[config.mk]
export PLATFORM = sky130hd
export DESIGN_NAME = brake_signal_conditioner
export DESIGN_NICKNAME = d
export VERILOG_FILES = /design/src/rtl/brake_signal_conditioner.sv
export SDC_FILE = /design/constraint.sdc
export NUM_CORES = 1
export LEC_CHECK = 0
export CORE_UTILIZATION = 61
export CTS_CLUSTER_DIAMETER = 30
export DETAILED_ROUTE_END_ITERATION = 16
export PLACE_DENSITY = 0.79
export SYNTH_ARGS = -nofsm -noshare
export SYNTH_HDL_FRONTEND = slang
export SYNTH_SLANG_ARGS = --single-unit
[constraint.sdc]
create_clock -name c50M -period 4.9 [get_ports c50M]
set_clock_uncertainty 0.1 [all_clocks]
set_input_delay 0.98 -clock c50M [delete_from_list [all_inputs] [get_ports c50M]]
set_output_delay 0.98 -clock c50M [all_outputs]
set_load 0.1 [all_outputs]
[src/rtl/brake_signal_conditioner.sv]
// brake_signal_conditioner
//
// Turns the raw, bouncy brake-lever switch into the clean brakeActive level
// for the brake light PWM controller. The switch is synchronized into the
// c50M domain and debounced. With the flash option built in, each new
// debounced press produces an attention-flash burst before steady-on.
//
// Build option:
//   BRAKE_FLASH_EN  defined   -> flash burst FSM (IDLE/FLASH_ON/FLASH_OFF/STEADY)
//                   undefined -> brakeActive is the debounced level, one cycle
//                                late (same latency as the flash build);
//                                flashing is tied low
//
// Parameters:
//   DEBOUNCE_CYCLES    stable cycles needed to accept a switch change (>= 1)
//   FLASH_HALF_CYCLES  length of each on and each off phase (>= 1)
//   FLASH_COUNT        on pulses per burst (>= 1)
//
// Ports:
//   c50M            in   50 MHz clock, the only clock
//   reset_n         in   asynchronous active-low reset
//   brakeSwitchRaw  in   raw lever switch, asynchronous, 1 = pressed
//   brakeActive     out  level for the brake light controller
//   brakeHeld       out  debounced lever level
//   flashing        out  1 while a burst is in progress

module brake_signal_conditioner #(
   parameter int DEBOUNCE_CYCLES   = 500000,
   parameter int FLASH_HALF_CYCLES = 3125000,
   parameter int FLASH_COUNT       = 4
) (
   input  logic c50M,
   input  logic reset_n,
   input  logic brakeSwitchRaw,
   output logic brakeActive,
   output logic brakeHeld,
   output logic flashing
);

   if (DEBOUNCE_CYCLES < 1 || FLASH_HALF_CYCLES < 1 || FLASH_COUNT < 1) begin : gBadParams
      $error("brake_signal_conditioner: all parameters must be >= 1");
   end

   localparam int DB_W = $clog2(DEBOUNCE_CYCLES + 1);
   localparam logic [DB_W-1:0] DB_LAST = DB_W'(DEBOUNCE_CYCLES - 1);

   logic            sync1;
   logic            sync2;
   logic [DB_W-1:0] dbCnt;

   // Two-flop synchronizer for the asynchronous switch
   always_ff @(posedge c50M or negedge reset_n) begin
      if (!reset_n) begin
         sync1 <= 1'b0;
         sync2 <= 1'b0;
      end else begin
         sync1 <= brakeSwitchRaw;
         sync2 <= sync1;
      end
   end

   // Debounce: any cycle of agreement restarts the count, so only a
   // disagreement lasting DEBOUNCE_CYCLES consecutive cycles is accepted.
   always_ff @(posedge c50M or negedge reset_n) begin
      if (!reset_n) begin
         dbCnt     <= '0;
         brakeHeld <= 1'b0;
      end else if (sync2 == brakeHeld) begin
         dbCnt <= '0;
      end else if (dbCnt == DB_LAST) begin
         dbCnt     <= '0;
         brakeHeld <= sync2;
      end else begin
         dbCnt <= dbCnt + DB_W'(1);
      end
   end

`ifdef BRAKE_FLASH_EN

   typedef enum logic [1:0] {
      IDLE      = 2'd0,
      FLASH_ON  = 2'd1,
      FLASH_OFF = 2'd2,
      STEADY    = 2'd3
   } flashState_e;

   // A single-cycle phase still needs a 1-bit timer
   localparam int PH_W = (FLASH_HALF_CYCLES > 1) ? $clog2(FLASH_HALF_CYCLES) : 1;
   localparam logic [PH_W-1:0] PH_LAST = PH_W'(FLASH_HALF_CYCLES - 1);
   localparam int PC_W = $clog2(FLASH_COUNT + 1);
   localparam logic [PC_W-1:0] PC_TOTAL = PC_W'(FLASH_COUNT);

   flashState_e     state;
   flashState_e     nextState;
   logic [PH_W-1:0] phaseTmr;
   logic [PC_W-1:0] pulseCnt;
   logic [PC_W-1:0] pulseNext;
   logic            phaseDone;
   logic            heldPrev;

   assign phaseDone = (phaseTmr == PH_LAST);
   assign pulseNext = pulseCnt + PC_W'(1);

   always_comb begin
      nextState = state;
      if (!brakeHeld) begin
         // Release wins over every other transition
         nextState = IDLE;
      end else begin
         case (state)
            IDLE:      if (!heldPrev) nextState = FLASH_ON;
            FLASH_ON:  if (phaseDone) nextState = FLASH_OFF;
            FLASH_OFF: if (phaseDone) nextState = (pulseNext == PC_TOTAL) ? STEADY : FLASH_ON;
            default:   nextState = STEADY;
         endcase
      end
   end

   // Outputs are registered from nextState so they change with the state
   always_ff @(posedge c50M or negedge reset_n) begin
      if (!reset_n) begin
         state       <= IDLE;
         phaseTmr    <= '0;
         pulseCnt    <= '0;
         heldPrev    <= 1'b0;
         brakeActive <= 1'b0;
         flashing    <= 1'b0;
      end else begin
         state    <= nextState;
         heldPrev <= brakeHeld;

         if (nextState != state) begin
            phaseTmr <= '0;
         end else if (state == FLASH_ON || state == FLASH_OFF) begin
            phaseTmr <= phaseTmr + PH_W'(1);
         end

         // Clearing while idle guarantees every burst starts from pulse one
         if (state == IDLE) begin
            pulseCnt <= '0;
         end else if (state == FLASH_OFF && phaseDone) begin
            pulseCnt <= pulseNext;
         end

         brakeActive <= (nextState == FLASH_ON) || (nextState == STEADY);
         flashing    <= (nextState == FLASH_ON) || (nextState == FLASH_OFF);
      end
   end

`else

   // Extra register keeps press/release latency equal to the flash build
   always_ff @(posedge c50M or negedge reset_n) begin
      if (!reset_n) begin
         brakeActive <= 1'b0;
      end else begin
         brakeActive <= brakeHeld;
      end
   end

   assign flashing = 1'b0;

`endif

endmodule
# Word-level counts from Yosys, hierarchy flattened
# Index checks and enable logic that the tools add are counted.
[classes]
add_sub_neg = 1
eq_ne = 2
mux = 2
bitwise = 1
reduce_logical = 1
[op_table]
columns = ["op", "n"]
rows = [
  ["19-bit two-way mux", 2],
  ["19-bit by 1-bit adder with 19-bit output (second input constant)", 1],
  ["19-bit equality test (second input constant)", 1],
  ["2-bit AND reduction", 1],
  ["1-bit equality test", 1],
  ["1-bit inverter", 1],
]
[word_totals]
ff_bits = 23
in_bits = 3
wordCells = 12

# Logic depth before layout (Yosys ltp)
# Gate-level depths: netlist (run 1).
[depth]
depth_word = 3
ltp_mapped = 5
depth_no_buf = 5

# Least setup slack after synthesis (run 1)
# No wires, ideal clock.
[synth_path]
path_kind = "flip-flop to output port"
startpoint = "reg brakeHeld"
endpoint = "out brakeHeld"
t_arrival_ns = 0.934
t_required_ns = 3.820
slack_ns = 2.886
stages_incl_launch_ff = 1
path_buffers = 0
cell_sequence = "dfrtp_1"
[synth_rtl]
columns = ["item", "line_no", "text"]
rows = [
  ["start: declaration", "36", "output logic brakeHeld,"],
  ["start signal: assignment", "72", "brakeHeld <= sync2;"],
]
# No word-level cell between the ends.

# Worst setup path after layout (run 1)
[layout_path]
startpoint = "reg brakeHeld"
endpoint = "out brakeHeld"
# No word-level cell between the ends.

==> results of run 1 <==
==> worst paths after layout <==
kind,from,end,cells after the start
worst min register to register,sync1,sync2,0
worst min-delay path,sync1,sync2,0
max in group asynchronous,reset_n,dbCnt[5],1
worst max-delay path,brakeHeld,brakeHeld,1
worst max register to register,dbCnt[9],dbCnt[5],4
min in group asynchronous,reset_n,dbCnt[11],1
==> state kept, by name, indices dropped and copies added, names as in the netlist <==
name,cells
brakeActive,1
sync1,1
sync2,1
dbCnt,19
brakeHeld,1
==> logic make-up after synthesis <==
group	synth area share, %
simple gates	25.1
xor+xnor	11.8
buf+inv	3.47
mux	1.91
flops	51.6
fa+ha+maj	1.12
other cells	0.336
compound gates	4.71
==> per-layer routing <==
layer  wire (µm)  vias to the layer above  share of wire, %  track usage, %
li1            -                      376                 -               -
met1         826                      370                44            28.6
met2         931                       21                50            35.9
met3          72                        4               3.9            5.20
met4          31                        0               1.7            12.1
met5           0                        -                 0               0
==> Yosys cell counts, types with 2 or more instances <==
master | n | area, µm²
a21oi_1 | 3 | 15.0
nand2_1 | 5 | 18.8
nor3_1 | 4 | 20.0
inv_1 | 5 | 18.8
or3_1 | 2 | 12.5
dfrtp_1 | 23 | 576
nor2_1 | 19 | 71.3
nor4_1 | 5 | 31.3
xnor2_1 | 13 | 114
nand3_1 | 7 | 35.0
nand4_1 | 4 | 25.0
buf_4 | 2 | 15.0
o21ai_0 | 2 | 10.0
xor2_1 | 2 | 17.5
==> layout make-up <==
class / count / area (µm²) / area share [%]
timing repair buffer: 4 / 40.0 / 3.35
sequential: 23 / 576 / 48.2
tap: 25 / 31.3 / 2.62
multi-input combinational: 77 / 502 / 42.0
clock buffer: 4 / 26.3 / 2.20
inverter: 5 / 18.8 / 1.57
==> per-stage QoR <==
step	utilization, %	area (µm²)	total power [mW]	setup slack (ns)
finish	69.1	1190	0.298	1.93
global route	69.1	1190	0.311	1.89
CTS	69.1	1190	0.303	1.90
detailed placement	67.6	1170	0.216	2.27
global placement	67.6	1170	0.215	2.32
floorplan	-	1120	0.210	2.89
==> placed cells by master, fill, tap and decap left out, types with 2 or more instances in the layout <==
cell	count
clkbuf_4	3
a21oi_1	3
xor2_1	2
xnor2_1	13
clkdlybuf4s50_1	4
nor3_1	4
o21ai_0	2
nor4_1	5
dfrtp_1	23
nand2_1	5
or3_1	2
inv_1	5
nand4_1	4
nand3_1	7
nor2_1	19
==> where the power goes <==
part	leakage, nW	switching (mW)	internal, mW	total [mW]
Clock	0.0150	0.0538	0.0319	0.0856
Combinational	0.145	0.0119	0.00444	0.0163
Sequential	0.314	0.00323	0.193	0.196
Total	0.474	0.0688	0.229	0.298
==> run_results.csv, run 1 <==
group,metric,value,unit
critical_path,crit_family,"buffers and inverters",
finish,antenna_cells,0,
critical_path,critical_path.max_fanout,4,
critical_path,arrival,1.89,ns
die,core,0.00173,mm²
sta,rsz0062_at_grt,"no",
cts,clk_pin_slew,0.11,ns
placement,place.gp.congestion,0.805,
sta,slew_viol_final,0,
synth,seq_area_frac_synth,51.6,%
sta,tns,0,ns
run,drv_cap,0,
hold_path,holdCritPathClass,"reg2reg",
power,power_leakage,0.474,nW
global_route,first_global_vias,741,
placement,hpwl,1320,µm
cts,post_cts_buffers,0,
cts,cts_root_buf,"clkbuf_4",
cts,cts_sinks,23,
finish,stdcell_count,138,
global_route,antenna_found_initial,0,
synth,ys_async_sr_fraction,100,%
die,start_util,64.6,%
route,wl_per_cell,13.5,µm
synth,syn_nets,112,
cts,cts_tree,"done",
synth,syn_area,0.00112,mm²
critical_path,crit_path_end_kind,"output port",
cts,worstSkewPairLatency,0.31,ns
cts,htreeDepth,1,
sta,slew_headroom,32.4,%
outcome,status,"finished, final reports clean",
critical_path,critPathBufInv,1,
die,num_rows,15,
synth,ys_types,26,
sta,setup_violations,0,
cts,post_cts_resized,0,
synth,yosysWarnings,0,
critical_path,path_cells,"clkdlybuf4s50_1",
die,die_h,44.8,µm
power,ir_drop,158,µV
synth,ys.flop_type,"dfrtp_1",
critical_path,cp_slowest_stage_delay,1.16,ns
die,dieArea,0.00200,mm²
route,drc,0,
die,pin_count,6,
die,dieWidth,44.8,µm
route,drt_iter0_markers,18,
route,via_per_inst,5.59,
critical_path,crit_type,"reg2out",
sta,min_period,2.97,ns
sta,fmax,337,MHz
cts,postCtsHoldBufs,0,
synth,ys_seq_elements,23,
route,postRouteAntennaNets,0,
cts,cts_buffers,3,
critical_path,r2r_setup_slack,2.65,ns
route,vias,771,
global_route,grt_max_degree,24,
route,dr.pass1.iters,6,
synth,syn_inst,108,
power,p_per_area,249,mW/mm²
critical_path,cp-start-kind,"flip-flop",
critical_path,cp_data_required_time,3.82,ns
sta,worst_pin_slew,1.01,ns
finish,syn_to_final_growth,6.95,%
finish,finalNetCount,118,
sta,hold_viol_final,0,
sta,holdWs,0.260,ns
placement,placed_cells,134,
route,wl,1860,µm
cts,clockBufferDepth,2,
critical_path,slowest_stage,"clkdlybuf4s50_1",
placement,port_buffers,4,
global_route,grt_use_total,22.5,%
global_route,gr-total-overflow,0,
global_route,grt_pass1_wl,3190,µm
synth,syn-mean-instance-area,10.3,µm²
finish,num-fill-cells,145,
sta,period_share,60.6,%
synth,synth_edf_count,0,
finish,drive_gt1_share,7.08,%
(Power assumes the default switching activity.)
==> inputs of run 2 (changes only) <==
--- a/config.mk
+++ b/config.mk
@@ -5,10 +5,10 @@
 export SDC_FILE = /design/constraint.sdc
 export NUM_CORES = 1
 export LEC_CHECK = 0
-export CORE_UTILIZATION = 61
+export CORE_UTILIZATION = 51
 export CTS_CLUSTER_DIAMETER = 30
 export DETAILED_ROUTE_END_ITERATION = 16
-export PLACE_DENSITY = 0.79
+export PLACE_DENSITY = 0.7
 export SYNTH_ARGS = -nofsm -noshare
 export SYNTH_HDL_FRONTEND = slang
 export SYNTH_SLANG_ARGS = --single-unit
==> constraint.sdc (replaced) <==
create_clock -name c50M -period 2.45 [get_ports c50M]
set_clock_uncertainty 0.1 [all_clocks]
set_input_delay 0.49 -clock c50M [delete_from_list [all_inputs] [get_ports c50M]]
set_output_delay 0.49 -clock c50M [all_outputs]
set_load 0.1 [all_outputs]
==> run 2 against run 1 <==
  * Clock power increased by 95%
  * Non-clock buffer count increased by 3
  * Global-route usage decreased by 5.6 points
  * Via count decreased by 3.0%
  * Critical path depth increased by 4
  * Largest cell class unchanged
==> run_results.csv, run 2 (synthesis gave the netlist of run 1 again) <==
group,metric,value,unit
critical_path,cp_data_required_time,2.59,ns
cts,worstSkewPairLatency,0.30,ns
sta,setup_violations,0,
finish,largest_reg_flops,19,
placement,hpwl,1270,µm
hold_path,hp-start,"sync1",
sta,tns,0,ns
placement,port_buffers,4,
finish,final_common_cell,"dfrtp_1",
finish,finalNetCount,121,
die,dieWidth,48.8,µm
sta,period_share,85.2,%
global_route,gr-total-overflow,0,
placement,place.gp.congestion,0.785,
cts,clockBufferDepth,2,
sta,fmax,479,MHz
global_route,first_global_vias,708,
sta,slew_viol_final,0,
route,wl_per_cell,12.0,µm
cts,postCtsHoldBufs,0,
global_route,antenna_found_initial,0,
power,switching_share,22.4,%
route,vias,748,
power,p_int,0.460,mW
outcome,status,"finished, final reports clean",
power,power_leakage,0.493,nW
power,clkPwrFrac,28.1,%
route,drt_iter0_markers,12,
global_route,grt_pass1_wl,3120,µm
critical_path,crit_path_end_kind,"flip-flop",
sta,hold_viol_final,0,
placement,place_area,0.00119,mm²
cts,cts_tree,"done",
finish,design_area,0.00121,mm²
critical_path,cp-start-kind,"flip-flop",
cts,clk_pin_slew,0.12,ns
die,dieArea,0.00238,mm²
cts,htreeDepth,1,
cts,cts_buffers,3,
hold_path,holdCritPathClass,"reg2reg",
cts,cts_root_buf,"clkbuf_4",
cts,cts_sinks,23,
power,p_sw,0.133,mW
finish,syn_to_final_growth,8.74,%
die,die_h,48.8,µm
critical_path,worstSetupStartpoint,"dbCnt[0]",
finish,drive_gt1_share,11.2,%
die,pin_count,6,
finish,antenna_cells,0,
sta,min_period,2.09,ns
power,p_comb_share,6.0,%
cts,post_cts_resized,0,
power,p_total,0.593,mW
critical_path,arrival,2.23,ns
finish,top_register,"dbCnt",
power,power_frac_seq,66.0,%
route,postRouteAntennaNets,0,
power,ir_drop,379,µV
global_route,grt_use_total,16.9,%
global_route,grt_max_degree,24,
critical_path,reg2reg_from,"dbCnt[0]",
route,drc,0,
die,num_rows,16,
finish,fin_util,60.6,%
run,drv_cap,0,
sta,rsz0062_at_grt,"no",
route,dr.pass1.iters,4,
die,start_util,55.7,%
die,core,0.00200,mm²
finish,final_cell_mix,"23 x dfrtp_1, 19 x nor2_1, 13 x xnor2_1",
finish,num-fill-cells,179,
route,via_per_inst,5.23,
power,p_per_area,489,mW/mm²
critical_path,critical_path.max_fanout,8,
cts,post_cts_buffers,0,
route,wl,1710,µm
critical_path,crit_type,"reg2reg",
-- run 2: layout make-up --
cell class              count  area, µm²  area share, %
flip-flops and latches     23        576           47.4
multi-input cells          77        502           41.3
repair buffers              7       57.6           4.74
well taps                  27       33.8           2.78
clock buffers               4       26.3           2.16
inverters                   5       18.8           1.55
-- run 2: path summary, 6_finish.rpt --
kind                             end  cells after the start  slack, ns
setup / recovery           dbCnt[16]                      5       0.36
hold / removal                 sync2                      0       0.26
setup reg to reg           dbCnt[16]                      5       0.36
hold reg to reg                sync2                      0       0.26
max in group asynchronous   dbCnt[2]                      2       1.60
min in group asynchronous  dbCnt[13]                      2       0.42
-- run 2: per-layer routing --
layer / wire length [µm] / track usage (%) / vias to the layer above
li1: - / - / 386
met1: 849 / 24.6 / 352
met2: 796 / 26.2 / 10
met3: 68 / 4.67 / 0
met4: 0 / 1.47 / 0
met5: 0 / 0 / -
-- run 2: power groups by stage --
stage	Clock [mW]	Combinational, mW	Sequential, mW
after floorplan	0	0.0245	0.396
after global placement	0	0.0360	0.398
after detailed placement	0	0.0364	0.399
after CTS	0.177	0.0366	0.391
after global routing	0.190	0.0405	0.392
final	0.167	0.0353	0.391
-- run 2: metrics by stage --
| step | instances | setup WS (ns) | hold WS [ns] |
|---|---|---|---|
| floorplan | 108 | 0.481 | 0.0944 |
| global placement | 139 | 0.425 | 0.233 |
| detailed placement | 139 | 0.377 | 0.236 |
| CTS | 143 | 0.347 | 0.264 |
| global route | 143 | 0.236 | 0.277 |
| finish | 143 | 0.364 | 0.264 |
-- run 2: worst max-delay path, cell delays in order, from the launching register on --
cell,delay [ns]
dfrtp_1,0.42
ha_1,0.27
nand4_4,0.19
or4_4,0.59
or3_1,0.32
a21oi_1,0.14
==> inputs of run 3 (changes only) <==
--- a/config.mk
+++ b/config.mk
@@ -5,10 +5,10 @@
 export SDC_FILE = /design/constraint.sdc
 export NUM_CORES = 1
 export LEC_CHECK = 0
-export CORE_UTILIZATION = 51
+export CORE_UTILIZATION = 45
 export CTS_CLUSTER_DIAMETER = 30
 export DETAILED_ROUTE_END_ITERATION = 16
-export PLACE_DENSITY = 0.7
+export PLACE_DENSITY = 0.63
 export SYNTH_ARGS = -nofsm -noshare
 export SYNTH_HDL_FRONTEND = slang
 export SYNTH_SLANG_ARGS = --single-unit
==> run 3 against run 2 <==
  * Core utilization decreased by 7.2 points
  * Register-to-register slack got worse by 0.04 ns
  * Clock power about the same
  * Non-clock buffer count unchanged
  * Combinational power increased by 1%
  * Via count increased by 1.3%
  * Count of clock-buffer cells in the layout decreased by 1
  * Largest power group unchanged
==> run_results.csv, run 3 (synthesis gave the netlist of run 1 again) <==
group,metric,value,unit
critical_path,crit_type,"reg2reg",
cts,post_cts_buffers,0,
power,clkPwrFrac,28.3,%
finish,largest_reg_flops,19,
global_route,first_global_vias,758,
critical_path,ff2ff_path_depth,5,
sta,slew_viol_final,0,
die,dieArea,0.00268,mm²
critical_path,cp_data_required_time,2.58,ns
power,p_per_area,490,mW/mm²
finish,antenna_cells,0,
cts,htreeDepth,1,
route,drt_iter0_markers,12,
route,via_per_inst,5.26,
sta,hold_viol_final,0,
die,num_rows,17,
route,drc,0,
cts,worstSkewPairLatency,0.30,ns
critical_path,r2r_setup_slack,0.32,ns
critical_path,reg2reg_from,"dbCnt[0]",
cts,post_cts_resized,0,
cts,cts_root_buf,"clkbuf_4",
critical_path,crit_path_end_kind,"flip-flop",
hold_path,min_path_cells,0,
placement,port_buffers,4,
cts,cts_sinks,23,
critical_path,critical_path.max_fanout,8,
sta,tns,0,ns
cts,cts_tree,"done",
finish,finalNetCount,121,
finish,drive_gt1_share,12.1,%
finish,fin_util,53.4,%
power,power_frac_seq,65.7,%
critical_path,timing.rr.end,"dbCnt[16]",
die,core,0.00228,mm²
sta,fin_ws,0.321,ns
critical_path,arrival,2.26,ns
die,pin_count,6,
hold_path,holdCritPathClass,"reg2reg",
hold_path,hp-start,"sync1",
power,p_comb_share,6.0,%
route,wl_per_cell,12.7,µm
sta,period_share,86.9,%
run,drv_cap,0,
cts,postCtsHoldBufs,0,
cts,clk_pin_slew,0.12,ns
route,vias,758,
route,dr.pass1.iters,4,
finish,final_cell_mix,"23 x dfrtp_1, 19 x nor2_1, 13 x xnor2_1",
cts,cts_buffers,3,
finish,final_common_cell,"dfrtp_1",
sta,rsz0062_at_grt,"no",
placement,dpl_worst_slack,0.341,ns
sta,fmax,470,MHz
global_route,gr-total-overflow,0,
sta,setup_violations,0,
power,power_leakage,0.495,nW
placement,hpwl,1360,µm
global_route,grt_max_degree,24,
route,postRouteAntennaNets,0,
hold_path,holdPathEnd,"sync2",
global_route,antenna_found_initial,0,
die,dieWidth,51.8,µm
power,p_sw,0.138,mW
power,ir_drop,316,µV
cts,clockBufferDepth,2,
global_route,grt_pass1_wl,3390,µm
finish,top_register,"dbCnt",
die,die_h,51.8,µm
outcome,status,"finished, final reports clean",
placement,place.gp.congestion,0.772,
critical_path,cp-start-kind,"flip-flop",
power,switching_share,23.1,%
route,wl,1830,µm
sta,min_period,2.13,ns
die,start_util,49.0,%
global_route,grt_use_total,17.4,%
power,p_int,0.458,mW
finish,syn_to_final_growth,8.97,%
-- run 3: how the worst max path moves through the flow --
stage / from / end / slack [ns] / cells past startpoint
finish: dbCnt[0] / dbCnt[16] / 0.32 / 5
global route: dbCnt[0] / dbCnt[18] / 0.20 / 5
global placement: dbCnt[0] / dbCnt[16] / 0.42 / 5
CTS: dbCnt[0] / dbCnt[16] / 0.31 / 5
detailed placement: dbCnt[0] / dbCnt[16] / 0.34 / 5
floorplan: dbCnt[0] / dbCnt[16] / 0.48 / 5
-- run 3: power groups by stage --
stage               Sequential (mW)  Clock (mW)  Combinational, mW
floorplan                     0.396           0             0.0245
global placement              0.398           0             0.0370
detailed placement            0.399           0             0.0368
CTS                           0.392       0.177             0.0368
global route                  0.393       0.194             0.0410
finish                        0.391       0.168             0.0357
-- run 3: layout make-up --
class / count / area (µm²)
Clock buffer: 3 / 22.5
Clock inverter: 1 / 5.00
Fill cell: 206 / 1060
Inverter: 5 / 18.8
Multi-Input combinational cell: 77 / 502
Sequential cell: 23 / 576
Tap cell: 28 / 35.0
Timing Repair Buffer: 7 / 57.6
-- run 3: routing by layer --
metal,part of all wire [%],global-route usage [%]
met1,52,24.9
met2,45,25.5
met3,2.1,3.51
met4,0.98,6.76
met5,0,0
-- run 3: through the flow --
stage	hold slack [ns]	std cells	area, µm²	power (mW)
after floorplan	0.0944	108	1120	0.421
after global placement	0.233	140	1190	0.435
after detailed placement	0.250	140	1190	0.436
after CTS	0.279	144	1220	0.605
after global routing	0.289	144	1220	0.628
final	0.275	144	1220	0.596
-- run 3: critical path, cell delays in order, from the launching register on --
cell     delay [ns]
dfrtp_1        0.43
ha_1           0.28
nand4_4        0.19
or4_4          0.59
or3_1          0.31
a21oi_1        0.16
